### config.mk
export PLATFORM = sky130hd
export DESIGN_NAME = inst_queue
export DESIGN_NICKNAME = d
export VERILOG_FILES = /design/src/rtl/inst_queue_pkg.sv /design/src/rtl/inst_queue_ram.sv /design/src/rtl/inst_queue.sv
export SDC_FILE = /design/constraint.sdc
export NUM_CORES = 2
export LEC_CHECK = 0
export CAP_MARGIN = 15
export CORE_ASPECT_RATIO = 1.2
export CORE_MARGIN = 5
export CORE_UTILIZATION = 32
export CTS_BUF_LIST = sky130_fd_sc_hd__clkbuf_16
export CTS_CLUSTER_DIAMETER = 100
export CTS_CLUSTER_SIZE = 24
export DETAILED_ROUTE_END_ITERATION = 6
export DONT_BUFFER_PORTS = 1
export SLEW_MARGIN = 5
export SYNTH_ARGS = -nofsm -noshare
export SYNTH_HDL_FRONTEND = slang
export SYNTH_SLANG_ARGS = --single-unit
### constraint.sdc
create_clock -name clk -period 11.38 [get_ports clk]
set_clock_uncertainty 0.15 [all_clocks]
set_input_delay 1.138 -clock clk [delete_from_list [all_inputs] [get_ports clk]]
set_output_delay 1.138 -clock clk [all_outputs]
set_load 0.1 [all_outputs]
### src/rtl/inst_queue_pkg.sv
// Shared types and constants for the fetch -> id1 instruction queue.
// Entry layout: {pc[31:0], inst[31:0], in_ds}.
package inst_queue_pkg;

   localparam int IQ_ENTRY_W  = 65;
   localparam int IQ_DS_BIT   = 0;
   localparam int IQ_INST_LSB = 1;
   localparam int IQ_PC_LSB   = 33;

   localparam logic [1:0] ISSUE_NONE = 2'd0;
   localparam logic [1:0] ISSUE_ONE  = 2'd1;
   localparam logic [1:0] ISSUE_TWO  = 2'd2;

   function automatic logic [IQ_ENTRY_W-1:0] iq_pack(
      input logic [31:0] pc,
      input logic [31:0] inst,
      input logic        ds
   );
      return {pc, inst, ds};
   endfunction

endpackage

### src/rtl/inst_queue_ram.sv
// Instruction queue storage: 2 write ports, 2 asynchronous read ports.
// No reset; validity is tracked by the pointer logic in inst_queue.
module inst_queue_ram
   import inst_queue_pkg::*;
#(
   parameter int DEPTH = 16,
   parameter int PTR_W = 4
) (
   input  logic                  clk,
   input  logic                  we_1,
   input  logic [PTR_W-1:0]      waddr_1,
   input  logic [IQ_ENTRY_W-1:0] wdata_1,
   input  logic                  we_2,
   input  logic [PTR_W-1:0]      waddr_2,
   input  logic [IQ_ENTRY_W-1:0] wdata_2,
   input  logic [PTR_W-1:0]      raddr_1,
   output logic [IQ_ENTRY_W-1:0] rdata_1,
   input  logic [PTR_W-1:0]      raddr_2,
   output logic [IQ_ENTRY_W-1:0] rdata_2
);

   logic [IQ_ENTRY_W-1:0] mem [DEPTH];

   always_ff @(posedge clk) begin
      if (we_1) mem[waddr_1] <= wdata_1;
      if (we_2) mem[waddr_2] <= wdata_2;
   end

   assign rdata_1 = mem[raddr_1];
   assign rdata_2 = mem[raddr_2];

endmodule

### src/rtl/inst_queue.sv
// Dual-write/dual-read circular instruction queue between fetch and id1.
// Optional perf counters enabled by defining INST_QUEUE_PERF_EN.
module inst_queue
   import inst_queue_pkg::*;
#(
   parameter int DEPTH = 16,
   parameter int PTR_W = 4
) (
   input  logic             clk,
   input  logic             rst,
   input  logic             flush,
   input  logic             exception_flush,
   input  logic             stall,
   input  logic             if_valid_1,
   input  logic             if_valid_2,
   input  logic [31:0]      if_pc_1,
   input  logic [31:0]      if_pc_2,
   input  logic [31:0]      if_inst_1,
   input  logic [31:0]      if_inst_2,
   input  logic             if_is_branch_1,
   input  logic             if_is_branch_2,
   input  logic [1:0]       issue_num,
   output logic             iq_valid_1,
   output logic             iq_valid_2,
   output logic [31:0]      iq_pc_1,
   output logic [31:0]      iq_pc_2,
   output logic [31:0]      iq_inst_1,
   output logic [31:0]      iq_inst_2,
   output logic             iq_in_delay_slot_1,
   output logic             iq_in_delay_slot_2,
   output logic [PTR_W:0]   iq_count,
   output logic             iq_full,
   output logic             iq_empty
`ifdef INST_QUEUE_PERF_EN
   ,
   output logic [31:0]      perf_empty_cycles,
   output logic [31:0]      perf_full_cycles
`endif
);

   logic [PTR_W-1:0]      rd_ptr;
   logic [PTR_W-1:0]      wr_ptr;
   logic [PTR_W:0]        count;
   logic                  last_wr_branch;
   logic                  flush_now;
   logic                  do_wr;
   logic                  any_wr;
   logic                  next_branch;
   logic [1:0]            issue_clamp;
   logic [1:0]            n_rd;
   logic [1:0]            n_wr;
   logic                  we_1;
   logic                  we_2;
   logic [IQ_ENTRY_W-1:0] wdata_1;
   logic [IQ_ENTRY_W-1:0] wdata_2;
   logic [IQ_ENTRY_W-1:0] rdata_1;
   logic [IQ_ENTRY_W-1:0] rdata_2;

   assign iq_full  = count > (PTR_W+1)'(DEPTH - 2);
   assign iq_empty = count == '0;
   assign iq_count = count;

   always_comb begin
      flush_now = exception_flush | (flush & ~stall);
      unique case (issue_num)
         ISSUE_NONE: issue_clamp = ISSUE_NONE;
         ISSUE_ONE:  issue_clamp = ISSUE_ONE;
         default:    issue_clamp = ISSUE_TWO;
      endcase
      n_rd = ISSUE_NONE;
      if (!stall) begin
         if (count < (PTR_W+1)'(issue_clamp)) n_rd = count[1:0];
         else n_rd = issue_clamp;
      end
      // full is judged on pre-pop occupancy
      do_wr  = ~rst & ~iq_full & ~flush_now;
      any_wr = do_wr & (if_valid_1 | if_valid_2);
      n_wr   = do_wr ? ({1'b0, if_valid_1} + {1'b0, if_valid_2}) : 2'd0;
      we_1   = any_wr;
      we_2   = do_wr & if_valid_1 & if_valid_2;
      if (if_valid_1)
         wdata_1 = iq_pack(if_pc_1, if_inst_1, last_wr_branch);
      else
         wdata_1 = iq_pack(if_pc_2, if_inst_2, last_wr_branch);
      wdata_2 = iq_pack(if_pc_2, if_inst_2, if_is_branch_1);
      next_branch = if_valid_2 ? if_is_branch_2 : if_is_branch_1;
   end

   always_ff @(posedge clk) begin
      if (rst || flush_now) begin
         rd_ptr         <= '0;
         wr_ptr         <= '0;
         count          <= '0;
         last_wr_branch <= 1'b0;
      end else begin
         rd_ptr <= rd_ptr + PTR_W'(n_rd);
         wr_ptr <= wr_ptr + PTR_W'(n_wr);
         count  <= count + (PTR_W+1)'(n_wr) - (PTR_W+1)'(n_rd);
         if (any_wr) last_wr_branch <= next_branch;
      end
   end

   always_ff @(posedge clk) begin
      if (!rst && !flush_now && !stall)
         assert ((PTR_W+1)'(issue_clamp) <= count);
   end

   inst_queue_ram #(
      .DEPTH (DEPTH),
      .PTR_W (PTR_W)
   ) u_ram (
      .clk     (clk),
      .we_1    (we_1),
      .waddr_1 (wr_ptr),
      .wdata_1 (wdata_1),
      .we_2    (we_2),
      .waddr_2 (wr_ptr + PTR_W'(1)),
      .wdata_2 (wdata_2),
      .raddr_1 (rd_ptr),
      .rdata_1 (rdata_1),
      .raddr_2 (rd_ptr + PTR_W'(1)),
      .rdata_2 (rdata_2)
   );

   assign iq_valid_1 = count >= (PTR_W+1)'(1);
   assign iq_valid_2 = count >= (PTR_W+1)'(2);

   assign iq_pc_1   = iq_valid_1 ? rdata_1[IQ_PC_LSB +: 32] : '0;
   assign iq_inst_1 = iq_valid_1 ? rdata_1[IQ_INST_LSB +: 32] : '0;
   assign iq_pc_2   = iq_valid_2 ? rdata_2[IQ_PC_LSB +: 32] : '0;
   assign iq_inst_2 = iq_valid_2 ? rdata_2[IQ_INST_LSB +: 32] : '0;

   assign iq_in_delay_slot_1 = iq_valid_1 & rdata_1[IQ_DS_BIT];
   assign iq_in_delay_slot_2 = iq_valid_2 & rdata_2[IQ_DS_BIT];

`ifdef INST_QUEUE_PERF_EN
   // saturating; only rst clears them, flushes do not
   always_ff @(posedge clk) begin
      if (rst) begin
         perf_empty_cycles <= '0;
         perf_full_cycles  <= '0;
      end else begin
         if (iq_empty && !stall && perf_empty_cycles != '1)
            perf_empty_cycles <= perf_empty_cycles + 32'd1;
         if (iq_full && perf_full_cycles != '1)
            perf_full_cycles <= perf_full_cycles + 32'd1;
      end
   end
`endif

endmodule

======== Word-level counts from Yosys, hierarchy flattened ========
Memory sizes are Yosys's and may differ from the RTL's. A register that Yosys moved wholly into a read port is not among the register bits.
Index checks and enable logic that the tools add are counted.
word-level totals
  flip-flop bits (word level) ............. 14
  bits in latches ......................... 0
  RAM bits ................................ 1040
  bits in read-only memories .............. 0
  input port bits ......................... 139
  word-level logic and storage cells ...... 49
  memories kept ........................... 1
cells by class
  add/sub/neg operators ................... 7
  multipliers ............................. 0
  divide/modulo/power cells ............... 0
  magnitude comparators ................... 4
  equal/unequal tests ..................... 1
  shift-type cells ........................ 0
  mux-type cells .......................... 15
  bitwise gates (word level) .............. 14
  reductions and logical operators ........ 3
memory list
  name       depth  bits a word  rd ports  clocked after Yosys merged registers in  write ports  RTL line              RTL
  u_ram.mem  16     65           2         1                                        2            inst_queue_ram.sv:22  logic [IQ_ENTRY_W-1:0] mem [DEPTH];
operator list
  operator               count
  $mux W32               4
  $mux W65               1
  $add A4 B1 Y4 const B  2
  $add A4 B2 Y4          2
  $and A1 B1 Y1          8
  $mux W2                3
  $add A5 B2 Y5          1
  $ge A5 B1 Y1 const B   1
  $ge A5 B2 Y1 const B   1
  $gt A5 B4 Y1 const B   1
  $logic_not A5 Y1       1
  $lt A5 B2 Y1           1
  $mux W1                5
  $sub A5 B2 Y5          1
  $mux W4                1
  $not A1 Y1             4
  $pmux W2 S2            1
  $add A1 B1 Y2          1
  $eq A2 B1 Y1 const B   1
  $logic_not A2 Y1       1
  $or A1 B1 Y1           2
  $logic_or A1 B1 Y1     1

======== Longest topological paths before layout ========
  depth after elaboration ................. 9
  mapped depth ............................ 14

======== By module ========
From an unflattened synthesis, not the netlist that was laid out.
second synthesis, totals
  cells, all modules ...................... 3794
  area total of the unflattened synthesis .. 62512.5 sq um
modules (own cells, without submodules)
  module          times used  cells an instance  area each (sq um)  seq. area each (sq um)
  inst_queue_ram  1           3460               59747.3            31230.0
  inst_queue      1           334                2765.2             280.3

======== Worst setup path after synthesis ========
No wires, ideal clock.
  path type ............................... reg-to-reg
  start ................................... register count[2] (netlist: iq_count[2])
  end ..................................... memory u_ram.mem[0][0], enable pin
  library setup time ...................... 578 ps
  arrival time ............................ 7220 ps
  required time ........................... 10652 ps
  slack ................................... 3431 ps
  stages on the path, launching flop included .. 8
  buffers on the path ..................... 1
  clock period less this slack ............ 7949 ps
  path through ............................ dfxtp_1 ha_1 nand2b_4 a41oi_2 inv_2 buf_2 or3_1 o21ai_0
RTL lines
  item                    RTL line              RTL
  start, declared         inst_queue.sv:43      logic [PTR_W:0] count;
  start signal, assigned  inst_queue.sv:98      count <= count + (PTR_W+1)'(n_wr) - (PTR_W+1)'(n_rd);
  end, declared           inst_queue_ram.sv:22

======== Worst setup path in the final report ========
  start ................................... register count[3] (netlist: iq_count[3])
  end ..................................... output port iq_pc_1[20]
on the way
  longest elaborated chain between the ends .. 2
ends and longest elaborated chain
  item            RTL line           RTL
  $ge A5 B1 Y1    inst_queue.sv:125  assign iq_valid_1 = count >= (PTR_W+1)'(1);
  via iq_valid_1  inst_queue.sv:23   output logic iq_valid_1,
  $mux W32        inst_queue.sv:128  assign iq_pc_1 = iq_valid_1 ? rdata_1[IQ_PC_LSB +: 32] : '0;
  end, declared   inst_queue.sv:25   output logic [31:0] iq_pc_1,
The timed path passes the listed nets, and every way through them passes these cells.

==> impl_metrics.py <==
metrics = {
    "sta": {
        "rsz0062_at_grt": "false",
        "fin_crit_ns": 6.87,
        "setup_tns_ns": 0,
        "worst_pin_slew_ns": 1.23,
        "finalSetupViolations": 0,
        "fin_crit_sh_pct": 60.3,
        "maxSlewHeadroom_pct": 17.2,
        "drv_slew": 0,
        "hold_violations": 0,
        "fmax_mhz": 146,
    },
    "place": {
        "place_area_um2": 66000,
        "dp_hpwl_um": 124000,
        "io_buffers": 0,
        "place_congestion": 0.825,
    },
    "cts": {
        "clockRootBuffer": "clkbuf_16",
        "cts_tree": "built",
        "htree_levels": 2,
        "postCtsHoldBufs": 0,
        "clk_pin_slew_ns": 0.09,
        "worst_skew_pair.late_latency_ns": 0.71,
        "clockBufferDepth": 3,
        "numCtsBuffers": 53,
        "clock-sinks": 1054,
        "cts_setup_buffers": 0,
        "cts.repair.resized": 0,
    },
    "cells_and_area": {
        "layout-drive-gt1-share_pct": 52.6,
        "fill_cells": 18600,
        "finalInstanceArea_um2": 67600,
        "post-route-util_pct": 34.9,
        "area_growth_pct": 8.35,
        "final_net_count": 3731,
    },
    "floorplanning": {
        "start_util_pct": 32.2,
        "die_x_um": 413,
        "die_h_um": 494,
        "core-area_um2": 194000,
        "rows": 177,
        "dieArea_um2": 204000,
        "ios": 278,
    },
    "worst_setup_path": {
        "critPathCaptureType": "output port",
        "path_buf_inv": 2,
        "cp.required_ns": 10.09,
        "start_kind": "register",
        "cpLargestDelayFamily": "simple AND/OR/NAND/NOR gates",
        "cp_slowest_cell": "dfxtp_1",
        "path_class": "reg -> out",
        "cp_max_fo": 36,
        "worst_r2r_startpoint": "iq_count[4]$_SDFF_PP0_",
        "slowest_delay_ns": 1.03,
        "startpoint": "iq_count[3]$_SDFF_PP0_",
        "cp.arrival_ns": 5.58,
        "path_cells": "inv_1 > ha_1 > or4b_2 > nand2b_4 > buf_4 > o21ai_2",
    },
    "grt": {
        "gr-total-overflow": 0,
        "grt_max_degree": 129,
        "grt_pass1_wl_um": 302000,
        "antenna_found_initial": 23,
        "grt_pass1_vias": 38200,
        "grt_usage_pct": 20.5,
    },
    "route": {
        "drtIter0Drc": 4221,
        "drt_first_pass_iters": 5,
        "drc": 0,
        "viasPerCell": 6.05,
        "post_drt_wl_per_cell_um": 34.8,
        "finalWirelength_um": 216000,
        "ant_nets": 0,
        "via_count": 37500,
    },
    "worst_hold_path": {
        "hold_path_class": "reg -> reg",
        "min_from": "wr_ptr[3]$_SDFF_PP0_",
    },
    "synthesis": {
        "syn_area_um2": 62400,
        "synth_flop_cell": "edfxtp_1",
        "synth-async-reset-ratio_pct": 0,
        "yosys.area.top_type_share_pct": 50.0,
        "synth.avg_cell_area_um2": 16.4,
        "ys_seq_area_share_pct": 50.5,
        "yosys_register_bits": 1054,
        "synthTopCellsByCount": "1040 x edfxtp_1, 1026 x mux2_2, 455 x mux4_2",
        "yosysMostFrequentCell": "edfxtp_1",
        "yosysWarnings": 0,
        "yosysUniqueCellTypes": 49,
        "synth_fp_nets": 3957,
        "synth_area_leader_cell": "edfxtp_1",
        "synth-edff-count": 1040,
        "synthCells": 3797,
        "synth.area.top_cells": "edfxtp_1 50%, mux2_2 19%, mux4_2 16%, mux2i_1 5.2%, clkbuf_1 1.5%",
    },
    "pwr": {
        "p_leak_uw": 0.0201,
        "switching_power_uw": 3370,
        "p_int_uw": 5920,
        "seqPwrFrac_pct": 46.8,
        "clkPwrFrac_pct": 24.2,
        "ir_worst_vdd_uv": 158,
        "power_frac_comb_pct": 29.1,
        "sw_frac_of_total_pct": 36.3,
        "power.density_nw_per_um2": 137,
    },
    "status": {
        "outcome": "finished clean",
    },
    "job": {
        "cap_violations": 0,
    },
}
cell families (layout without fill, tap and decap cells):
kind of cell,Yosys count,in the layout,share of synthesized area [%]
XOR/XNOR,9,9,0.126
AND/OR/NAND/NOR,86,86,0.920
AO/OA/AOI/OAI,282,282,2.97
buffers and inverters,461,257,3.49
other,0,14,0
flip-flops,1054,1054,50.5
adder cells (fa/ha/maj),21,21,0.469
multiplexers,1884,1884,41.5
state kept, by name, indices dropped and copies added, names as in the netlist:
register and cells:
u_ram.mem 1040, iq_count 5, rd_ptr 4, wr_ptr 4, last_wr_branch 1
worst paths after layout:
kind,end,slack [ns],depth (start not counted)
worst min register to register,wr_ptr[3]$_SDFF_PP0_,0.43,2
worst min-delay path,wr_ptr[3]$_SDFF_PP0_,0.43,2
worst max register to register,u_ram.mem[3][57]$_DFFE_PP_,5.58,9
worst max-delay path,iq_pc_1[20],4.51,6
placed cells by master, fill, tap and decap left out, types with 4 or more instances in the layout:
cell type	netlist	routed
mux2i_1	325	325
mux2_2	1026	1026
nand3_1	4	4
buf_12	0	5
nor4_2	12	4
buf_16	0	10
inv_1	16	26
fa_1	4	4
diode_2	0	14
o211ai_1	65	65
a21oi_1	9	9
a22oi_1	64	64
o22ai_2	0	65
nor2_4	0	6
xnor2_1	7	6
mux4_2	455	455
and2_1	7	5
clkbuf_16	0	56
ha_1	17	16
edfxtp_1	1040	1040
mux2_1	78	78
dfxtp_1	14	11
nand2b_1	8	6
nor4_4	0	12
o21ai_2	0	64
nor2_1	18	12
buf_4	72	147
routing by layer:
layer / GRT usage [%] / routed length (um)
met5: 0 / 69
met4: 3.75 / 4220
met3: 5.95 / 21700
met2: 32.2 / 98600
met1: 28.7 / 91400
power groups by stage:
stage / Sequential (uW) / Clock [uW] / Combinational, uW
after detailed placement: 4430 / 0 / 2690
final: 4350 / 2250 / 2700
after global routing: 4350 / 2420 / 2810
after floorplan: 4440 / 0 / 1990
after global placement: 4430 / 0 / 2600
after CTS: 4350 / 2290 / 2690
metrics by stage:
stage / power, uW / hold WS [ns] / std cells / worst slack (ns)
floorplan: 6430 / 0.380 / 3797 / 3.43
global placement: 7040 / 0.400 / 6101 / 5.41
detailed placement: 7130 / 0.411 / 6109 / 5.35
CTS: 9330 / 0.424 / 6186 / 4.59
global route: 9570 / 0.455 / 6189 / 4.37
finish: 9290 / 0.426 / 6202 / 4.51
final cells by class:
type / count / area [um^2] / area share (%)
clock inverters: 22 / 163 / 0.241
diodes: 14 / 35.0 / 0.0518
multi-input cells: 2282 / 29700 / 43.9
repair buffers: 163 / 1500 / 2.22
well taps: 2595 / 3250 / 4.80
flip-flops and latches: 1054 / 31500 / 46.6
clock buffers: 55 / 1380 / 2.04
inverters: 17 / 63.8 / 0.0944
worst reg2reg max path, cell delays in order, from the launching register on:
cell	delay [ns]
dfxtp_1	1.06
inv_1	0.18
ha_1	0.26
a41oi_2	0.35
inv_2	0.34
buf_4	0.38
or4_1	0.75
o21bai_4	0.61
buf_4	0.42
buf_4	0.83
Power figures use the tool's default switching activity.
